## src/rtl/seq_multdiv_pkg.sv

```systemverilog
// Shared constants and state encoding for the iterative multiply/divide unit.
package seq_multdiv_pkg;

    localparam int MD_WIDTH = 32;
    localparam int MD_ITER  = 32;
    localparam int MD_CNT_W = 6;

    typedef enum logic [1:0] {
        ST_IDLE = 2'd0,
        ST_MUL  = 2'd1,
        ST_DIV  = 2'd2,
        ST_DONE = 2'd3
    } state_e;

endpackage

```

## src/rtl/seq_multdiv_iter_counter.sv

```systemverilog
// Iteration counter: synchronous clear on start, increment per iteration,
// terminal flag on the last iteration (count == ITER-1).
module iter_counter
    import seq_multdiv_pkg::*;
#(
    parameter int CNT_W = MD_CNT_W,
    parameter int ITER  = MD_ITER
) (
    input  logic clock,
    input  logic reset,
    input  logic clear,
    input  logic inc,
    output logic terminal
);

    logic [CNT_W-1:0] cnt_q;
    logic [CNT_W-1:0] cnt_d;

    // NOTE: every always_comb output gets a default first, so no path can infer a latch.
    always_comb begin
        cnt_d = cnt_q;
        if (clear) begin
            cnt_d = '0;
        end else if (inc) begin
            cnt_d = cnt_q + 1'b1;
        end
    end

    // NOTE: state updates use non-blocking assignments so every flop samples pre-edge values.
    always_ff @(posedge clock or posedge reset) begin
        if (reset) begin
            cnt_q <= '0;
        end else begin
            cnt_q <= cnt_d;
        end
    end

    assign terminal = (cnt_q == CNT_W'(ITER - 1));

endmodule

```

## src/rtl/seq_multdiv.sv

```systemverilog
// Iterative signed multiply (radix-2 shift-add) / divide (restoring) unit,
// one iteration per clock, result registered on entry to DONE.
module seq_multdiv
    import seq_multdiv_pkg::*;
#(
    parameter int WIDTH = MD_WIDTH,
    parameter int ITER  = MD_ITER,
    parameter int CNT_W = MD_CNT_W
) (
    input  logic             clock,
    input  logic             reset,
    input  logic             ctrl_MULT,
    input  logic             ctrl_DIV,
    input  logic [WIDTH-1:0] data_operandA,
    input  logic [WIDTH-1:0] data_operandB,
    output logic [WIDTH-1:0] data_result,
    output logic             data_exception,
    output logic             data_resultRDY
);

    state_e             state_q, state_d;
    // Multiply: {product_hi, multiplier}. Divide: {remainder, quotient}.
    logic [2*WIDTH-1:0] acc_q, acc_d;
    logic [WIDTH-1:0]   mag_q, mag_d;
    logic               neg_q, neg_d;
    logic [WIDTH-1:0]   result_q, result_d;
    logic               exc_q, exc_d;

    logic               start;
    logic               busy;
    logic               last_iter;
    logic [WIDTH-1:0]   a_mag, b_mag;
    logic [WIDTH:0]     mul_sum;
    logic [2*WIDTH-1:0] mul_next;
    logic [2*WIDTH-1:0] mul_signed;
    logic [WIDTH:0]     rem_sh;
    logic [WIDTH:0]     trial;
    logic [2*WIDTH-1:0] div_next;
    logic [WIDTH-1:0]   div_signed;

    assign start = ctrl_MULT | ctrl_DIV;
    assign busy  = (state_q == ST_MUL) || (state_q == ST_DIV);

    iter_counter #(
        .CNT_W (CNT_W),
        .ITER  (ITER)
    ) u_iter_counter (
        .clock    (clock),
        .reset    (reset),
        .clear    (start),
        .inc      (busy && !start),
        .terminal (last_iter)
    );

    always_comb begin
        a_mag = data_operandA[WIDTH-1] ? -data_operandA : data_operandA;
        b_mag = data_operandB[WIDTH-1] ? -data_operandB : data_operandB;

        mul_sum    = {1'b0, acc_q[2*WIDTH-1:WIDTH]} + (acc_q[0] ? {1'b0, mag_q} : '0);
        mul_next   = {mul_sum, acc_q[WIDTH-1:1]};
        mul_signed = neg_q ? -mul_next : mul_next;

        // Carry-out of the trial subtraction means the remainder went negative: restore.
        rem_sh   = acc_q[2*WIDTH-2:WIDTH-1];
        trial    = rem_sh - {1'b0, mag_q};
        div_next = trial[WIDTH] ? {rem_sh[WIDTH-1:0], acc_q[WIDTH-2:0], 1'b0}
                                : {trial[WIDTH-1:0],  acc_q[WIDTH-2:0], 1'b1};
        div_signed = neg_q ? -div_next[WIDTH-1:0] : div_next[WIDTH-1:0];
    end

    always_comb begin
        state_d  = state_q;
        acc_d    = acc_q;
        mag_d    = mag_q;
        neg_d    = neg_q;
        result_d = result_q;
        exc_d    = exc_q;

        unique case (state_q)
            ST_MUL: begin
                acc_d = mul_next;
                if (last_iter) begin
                    state_d  = ST_DONE;
                    result_d = mul_signed[WIDTH-1:0];
                    exc_d    = (mul_signed[2*WIDTH-1:WIDTH] != {WIDTH{mul_signed[WIDTH-1]}});
                end
            end
            ST_DIV: begin
                acc_d = div_next;
                if (last_iter) begin
                    state_d = ST_DONE;
                    if (mag_q == '0) begin
                        result_d = '0;
                        exc_d    = 1'b1;
                    end else begin
                        // A non-negated quotient magnitude of 2^(WIDTH-1) only arises from MIN / -1.
                        result_d = div_signed;
                        exc_d    = div_next[WIDTH-1] & ~neg_q;
                    end
                end
            end
            default: state_d = ST_IDLE;
        endcase

        // A new request always wins, aborting whatever is in flight.
        if (start) begin
            neg_d = data_operandA[WIDTH-1] ^ data_operandB[WIDTH-1];
            if (ctrl_MULT) begin
                state_d = ST_MUL;
                acc_d   = {{WIDTH{1'b0}}, b_mag};
                mag_d   = a_mag;
            end else begin
                state_d = ST_DIV;
                acc_d   = {{WIDTH{1'b0}}, a_mag};
                mag_d   = b_mag;
            end
        end
    end

    always_ff @(posedge clock or posedge reset) begin
        if (reset) begin
            state_q  <= ST_IDLE;
            acc_q    <= '0;
            mag_q    <= '0;
            neg_q    <= 1'b0;
            result_q <= '0;
            exc_q    <= 1'b0;
        end else begin
            state_q  <= state_d;
            acc_q    <= acc_d;
            mag_q    <= mag_d;
            neg_q    <= neg_d;
            result_q <= result_d;
            exc_q    <= exc_d;
        end
    end

    assign data_result    = result_q;
    assign data_exception = exc_q;
    assign data_resultRDY = (state_q == ST_DONE);

endmodule

```

## config.mk

```make
export PLATFORM = sky130hd
export DESIGN_NAME = seq_multdiv
export DESIGN_NICKNAME = d
export VERILOG_FILES = /design/src/rtl/seq_multdiv_pkg.sv /design/src/rtl/seq_multdiv_iter_counter.sv /design/src/rtl/seq_multdiv.sv
export SDC_FILE = /design/constraint.sdc
export NUM_CORES = 1
export LEC_CHECK = 0
export BUFFER_PORTS_ARGS = -buffer_cell sky130_fd_sc_hd__buf_2
export CORE_MARGIN = 5
export CORE_UTILIZATION = 58
export DETAILED_ROUTE_END_ITERATION = 6
export GPL_TIMING_DRIVEN = 0
export PLACE_DENSITY_LB_ADDON = 0.2
export SYNTH_ARGS = -nofsm -noshare
export SYNTH_HDL_FRONTEND = slang
export SYNTH_SLANG_ARGS = --single-unit
```

## constraint.sdc

```tcl
create_clock -name clock -period 11.47 [get_ports clock]
set_input_delay 1.7205 -clock clock [delete_from_list [all_inputs] [get_ports clock]]
set_output_delay 1.7205 -clock clock [all_outputs]
set_load 0.02 [all_outputs]
```

==> flow_summary_export.csv, run 1 <==
group,metric,value,unit
synthesis,yosys-top-cells-area,"dfrtp_1, xnor2_1, o21ai_0",
synthesis,yosys.area.top_type,"dfrtp_1",
synthesis,yosysTopAreaCellShare,23.2,%
floorplan,start_util,59.0,%
outcome,violations,"design-rule violations",
drt,routed_via_density,6.84,
setup_path,crit_required,11.85,ns
clock_tree,cts_resized,0,
timing,grt_setup_unrepaired,"false",
global_route,grt_usage,40.9,%
outcome,status,"finished, violations left",
synthesis,ys_ff_latch,138,
synthesis,ys_async_sr_fraction,100,%
floorplan,die_h,170,um
clock_tree,insertion_delay,0.45,ns
synthesis,synthCells,2006,
synthesis,synth_ff_type,"dfrtp_1",
drt,firstDrtPassIters,7,
timing,fmax,0.138,GHz
setup_path,cp_max_fo,10,
layout,areaGrowthSynthToFinish,10.3,%
timing,fin_crit_sh,63.4,%
timing,finalCriticalPeriod,7.27,ns
setup_path,endpoint_kind,"register",
global_route,antenna_found_initial,1,
layout,layout.nets,2269,
setup_path,worstSetupStartpointType,"register",
layout,fill_cells,2333,
clock_tree,cts_sinks,138,
timing,setup_viol,0,
power,p_total,2010,uW
synthesis,yosysWarnings,0,
floorplan,die_x,170,um
drt,drt_iter0_markers,2350,
floorplan,rows,58,
hold_path,hp-class,"register to register",
drt,wire_per_inst,24.4,um
layout,fin_util,65.0,%
layout,final_cells,2470,
synthesis,yosysUniqueCellTypes,94,
clock_tree,cts_tree,"yes",
timing,finalMaxSlewViolations,0,
setup_path,path_cells,"inv_1 -> ha_1 -> inv_1 -> fa_1 -> a21o_1 -> a21oi_1 -> o21ai_0 -> a31oi_1 -> o31a_1 -> o41ai_1 -> a31oi_1 -> nor3_1 -> a41o_1 -> clkinv_1 -> clkbuf_1 -> ha_1 -> nand2b_1 -> clkbuf_1 -> nand2_1 -> xnor2_1 -> o221ai_1 -> o21a_1",
power,ir_drop,97.7,uV
timing,slew_headroom,33.0,%
clock_tree,path_clk_slew,0.08,ns
drt,vias,16900,
floorplan,die-area,0.0289,mm^2
timing,report.final.hold_viol_count,0,
layout,seq_area,0.00345,mm^2
clock_tree,cts_root_buf,"clkbuf_16",
setup_path,slowest_delay,0.84,ns
drt,drt_wl_total,60200,um
placement,dp.cells,2438,
power,p_per_area,123,mW/mm^2
setup_path,slowest_stage,"o41ai_1",
clock_tree,cts.path.max_buffers,2,
timing,fin_tns_setup,0,ns
placement,dpl.hpwl,46900,um
clock_tree,holdBufCountCts,0,
setup_path,worstSetupPathType,"register to register",
setup_path,arrival,7.65,ns
job,max-cap-violations,0,
layout,multi_input_area,0.0106,mm^2
clock_tree,cts_buffers,17,
setup_path,timing.reg2reg.setup_slack,4.20,ns
setup_path,cp_num_buf_inv,5,
global_route,grt_pass1_vias,16100,
drt,drc_errors,30,
setup_path,cp_top_family,"compound AO/OA/AOI/OAI gates",
power,p_leak,0.00700,uW
placement,gp_congestion,1.03,
synthesis,syn_nets,2148,
floorplan,core_area,0.0252,mm^2
synthesis,synth-edff-count,0,
layout,antenna_cells,0,
floorplan,ios,102,
placement,place_area,0.0158,mm^2
clock_tree,cts_setup_buffers,0,
global_route,overflow,0,
layout,drive_above_1_share,8.88,%
timing,tightest_slew,1.01,ns
synthesis,syn_avg_cell_area,7.40,um^2
synthesis,yosysSeqAreaShare,23.2,%
placement,io_buffer_count,101,
timing,skew,0.0171,ns
drt,postRouteAntennaNets,0,
global_route,grt_max_degree,83,
clock_tree,h-tree-depth,4,
global_route,grt_pass1_wl,92200,um
layout,final_area,0.0164,mm^2
synthesis,synth_area,0.0149,mm^2
cells in the mapped netlist, types with 9 or more instances:
library cell,n
o21a_1,28
nand3_1,29
a211oi_1,46
nor2_1,235
o22ai_1,13
xor2_1,77
a31oi_1,20
or2_2,15
inv_1,70
clkbuf_1,114
and2_1,22
nor2b_1,30
buf_1,15
dfrtp_1,138
o31ai_1,33
nor3b_1,12
and3_1,10
o21bai_1,15
mux2i_1,10
nand2b_1,19
a221oi_1,10
o31a_1,10
o32a_1,13
nand2_1,190
o41ai_1,19
nor3_1,31
mux2_2,9
xnor2_1,108
or3_1,26
nor4_1,22
a21o_1,29
ha_1,72
nand4_1,16
o221ai_1,25
a21oi_1,149
o21ai_0,187
or4_1,15
metrics by stage:
step                hold slack, ns  setup slack, ns
floorplan                    0.495             6.05
global placement             0.466             4.16
detailed placement           0.476             4.67
CTS                          0.491             4.61
global route                 0.507             4.20
finish                       0.488             4.20
worst paths after layout:
check	startpoint	to	cells after the start
max in group asynchronous	reset	data_result[15]	3
worst max-delay path	acc_q[31]	data_result[30]	22
min in group asynchronous	reset	mag_q[16]	2
worst min-delay path	data_result[2]	data_result[2]	1
worst min register to register	data_result[2]	data_result[2]	1
worst max register to register	acc_q[31]	data_result[30]	22
power breakdown:
group          total (uW)  switching, uW  internal [uW]
registers             567           43.6            523
clock network         562            272            290
logic                 886            589            296
kinds of logic after synthesis:
group | share of synthesized area, %
fa+ha+maj | 6.33
compound gates | 30.0
xor+xnor | 10.9
flops | 23.2
simple gates | 22.7
buf+inv | 5.47
mux | 1.36
per-layer routing:
metal	global-route usage (%)	vias up	wire length [um]
li1	-	7549	-
met1	51.9	7851	22900
met2	64.5	1167	26100
met3	10.2	326	6990
met4	21.4	0	4160
met5	0	-	0
placed cells by master (no fill, tap or decap), types with 33 or more instances in the layout:
cell,count
inv_1,69
o31ai_1,33
nand2_1,190
a21oi_1,149
buf_2,108
clkbuf_1,115
a211oi_1,46
o21ai_0,187
ha_1,72
xnor2_1,108
dfrtp_1,138
nor2_1,235
xor2_1,77
cell type report:
class	count	share of cell area [%]
timing repair buffer	102	3.25
tap	330	2.52
sequential	138	21.1
buffer	137	3.24
clock buffer	18	2.62
clock inverter	14	0.879
inverter	75	1.75
multi-input combinational	1656	64.7
flip-flops by register name, indices dropped and copies added, names as in the netlist:
register,flops
acc_q,64
data_exception,1
data_result,32
mag_q,32
neg_q,1
state_q,2
u_iter_counter.cnt_q,6
Note: power is estimated with default switching activity, not from simulation.
==> run 2: changes to the inputs <==
--- a/config.mk
+++ b/config.mk
@@ -7,7 +7,7 @@
 export LEC_CHECK = 0
 export BUFFER_PORTS_ARGS = -buffer_cell sky130_fd_sc_hd__buf_2
 export CORE_MARGIN = 5
-export CORE_UTILIZATION = 58
+export CORE_UTILIZATION = 57
 export DETAILED_ROUTE_END_ITERATION = 6
 export GPL_TIMING_DRIVEN = 0
 export PLACE_DENSITY_LB_ADDON = 0.2
==> constraint.sdc (replaced) <==
create_clock -name clock -period 6.1 [get_ports clock]
set_input_delay 0.915 -clock clock [delete_from_list [all_inputs] [get_ports clock]]
set_output_delay 0.915 -clock clock [all_outputs]
set_load 0.02 [all_outputs]
==> flow_summary_export.csv, run 2 (same netlist as run 1, synthesis figures left out) <==
group,metric,value,unit
global_route,grt_max_degree,72,
power,ir_drop,187,uV
timing,finalCriticalPeriod,5.88,ns
job,max-cap-violations,0,
timing,report.final.hold_viol_count,0,
placement,gp_congestion,1.02,
drt,wire_per_inst,24.5,um
clock_tree,h-tree-depth,4,
layout,mostFrequentLayoutCell,"nor2_1",
layout,drive_above_1_share,9.39,%
setup_path,worstSetupPathType,"register to register",
timing,setup_viol,0,
placement,io_buffer_count,101,
clock_tree,cts_sinks,138,
setup_path,crit_required,6.41,ns
hold_path,hp-class,"register to register",
setup_path,slowest_stage,"a2111oi_2",
layout,largest-register,"acc_q",
clock_tree,cts_buffers,17,
drt,drt_wl_total,60700,um
drt,postRouteAntennaNets,0,
clock_tree,cts.path.max_buffers,2,
global_route,grt_pass1_wl,91900,um
setup_path,cp_max_fo,10,
setup_path,endpoint_kind,"register",
clock_tree,insertion_delay,0.45,ns
global_route,grt_usage,40.4,%
clock_tree,cts_tree,"yes",
clock_tree,holdBufCountCts,0,
timing,slew_headroom,32.2,%
layout,fill_cells,2405,
power,p_per_area,234,mW/mm^2
layout,mostFrequentLayoutCells,"nor2_1, nand2_1, o21ai_0, a21oi_1, dfrtp_1",
timing,tightest_slew,1.02,ns
drt,drc_errors,8,
timing,hold_ws,0.482,ns
placement,dpl.hpwl,46700,um
floorplan,start_util,57.5,%
setup_path,worstSetupStartpointType,"register",
global_route,overflow,0,
layout,areaGrowthSynthToFinish,10.9,%
layout,layout.nets,2269,
layout,final_area,0.0165,mm^2
timing,finalMaxSlewViolations,0,
global_route,antenna_found_initial,1,
layout,fin_util,63.8,%
layout,largest_register_ffs,64,
global_route,grt_pass1_vias,16000,
timing,grt_setup_unrepaired,"false",
clock_tree,path_clk_slew,0.08,ns
power,p_leak,0.00704,uW
floorplan,die_x,171,um
outcome,violations,"design-rule violations",
placement,place_area,0.0158,mm^2
floorplan,ios,102,
drt,vias,17000,
floorplan,die-area,0.0294,mm^2
setup_path,path_cells,"clkinvlp_4 -> clkbuf_1 -> nor2_1 -> ha_1 -> a211oi_2 -> o21bai_1 -> a2111oi_2 -> o31ai_1 -> xor2_1 -> clkbuf_1 -> or3_1 -> or3_1 -> xor2_1 -> a32oi_1 -> nor4b_1 -> a2bb2oi_1 -> nor4b_2 -> o22ai_1",
power,p_total,3860,uW
outcome,status,"finished, violations left",
timing,skew,0.0152,ns
drt,drt_iter0_markers,2251,
timing,fin_crit_sh,96.3,%
drt,firstDrtPassIters,7,
setup_path,cp_top_family,"compound AO/OA/AOI/OAI gates",
setup_path,cp_num_buf_inv,3,
floorplan,rows,59,
setup_path,slowest_delay,0.65,ns
drt,routed_via_density,6.85,
floorplan,die_h,171,um
setup_path,arrival,6.19,ns
timing,fmax,0.170,GHz
floorplan,core_area,0.0258,mm^2
clock_tree,cts_root_buf,"clkbuf_16",
[run 2: changes by cell type in the layout (fill, tap and decap cells not counted), sizes merged]
| cell | change |
|---|---|
| diode | +1 |
| bufinv | +1 |
| buf | +2 |
| clkinvlp | +3 |
| clkbuf | -3 |
| clkinv | -3 |
[run 2: what timing repair did]
item,4_1_cts,5_1_grt
pin swaps,0,1
resized for setup,4,8
setup endpoints to repair,15,9
buffers inserted,0,2
[run 2: worst register-to-register path, cell delays in order, from the launching register on]
cell and delay, ns:
dfrtp_1 0.48, clkinvlp_4 0.22, clkbuf_1 0.41, nor2_1 0.16, ha_1 0.32, a211oi_2 0.37
o21bai_1 0.27, a2111oi_2 0.65, o31ai_1 0.17, xor2_1 0.18, clkbuf_1 0.28, or3_1 0.49
or3_1 0.50, xor2_1 0.18, a32oi_1 0.13, nor4b_1 0.32, a2bb2oi_1 0.18, nor4b_2 0.32
o22ai_1 0.12
[run 2: metal layers]
metal,share of wire (%),global-route usage (%),vias to the layer above,routed length [um]
met2,44,63.1,1114,26900
met1,38,51.4,8037,23000
met4,7.3,25.3,0,4440
li1,-,-,7554,-
met5,0,0,-,0
met3,11,8.04,265,6380
[run 2: area by class of cell]
type	instances	area (um^2)	area share [%]
clock buffer	17	425	2.58
tap	335	419	2.54
sequential	138	3450	21.0
buffer	135	523	3.18
inverter	75	292	1.77
clock inverter	15	169	1.03
timing repair buffer	104	548	3.33
multi-input combinational	1656	10600	64.6
antenna	1	2.50	0.0152
[run 2: per-stage QoR]
step,cells,setup TNS [ns],worst slack (ns)
after detailed placement,2443,-2.85,-0.357
after floorplan,2006,0,1.42
final,2476,0,0.223
after global placement,2442,-61.61,-0.455
after global routing,2475,0,0.0424
after CTS,2475,0,0.171
[run 2: final timing paths]
kind / to / cells past startpoint / startpoint / slack [ns]
worst max-delay path: data_exception / 18 / acc_q[0] / 0.22
worst min-delay path: data_result[1] / 2 / data_result[1] / 0.48
worst max register to register: data_exception / 18 / acc_q[0] / 0.22
worst min register to register: data_result[1] / 2 / data_result[1] / 0.48
max in group asynchronous: u_iter_counter.cnt_q[2] / 3 / reset / 4.67
min in group asynchronous: mag_q[30] / 2 / reset / 0.59
[run 2: where the power goes]
| group | internal, uW | switching [uW] | leakage (uW) | total, uW |
|---|---|---|---|---|
| Combinational | 565 | 1130 | 0.00497 | 1690 |
| Clock | 585 | 517 | 0.000284 | 1100 |
| Sequential | 984 | 80.0 | 0.00179 | 1060 |
| Total | 2130 | 1720 | 0.00704 | 3860 |
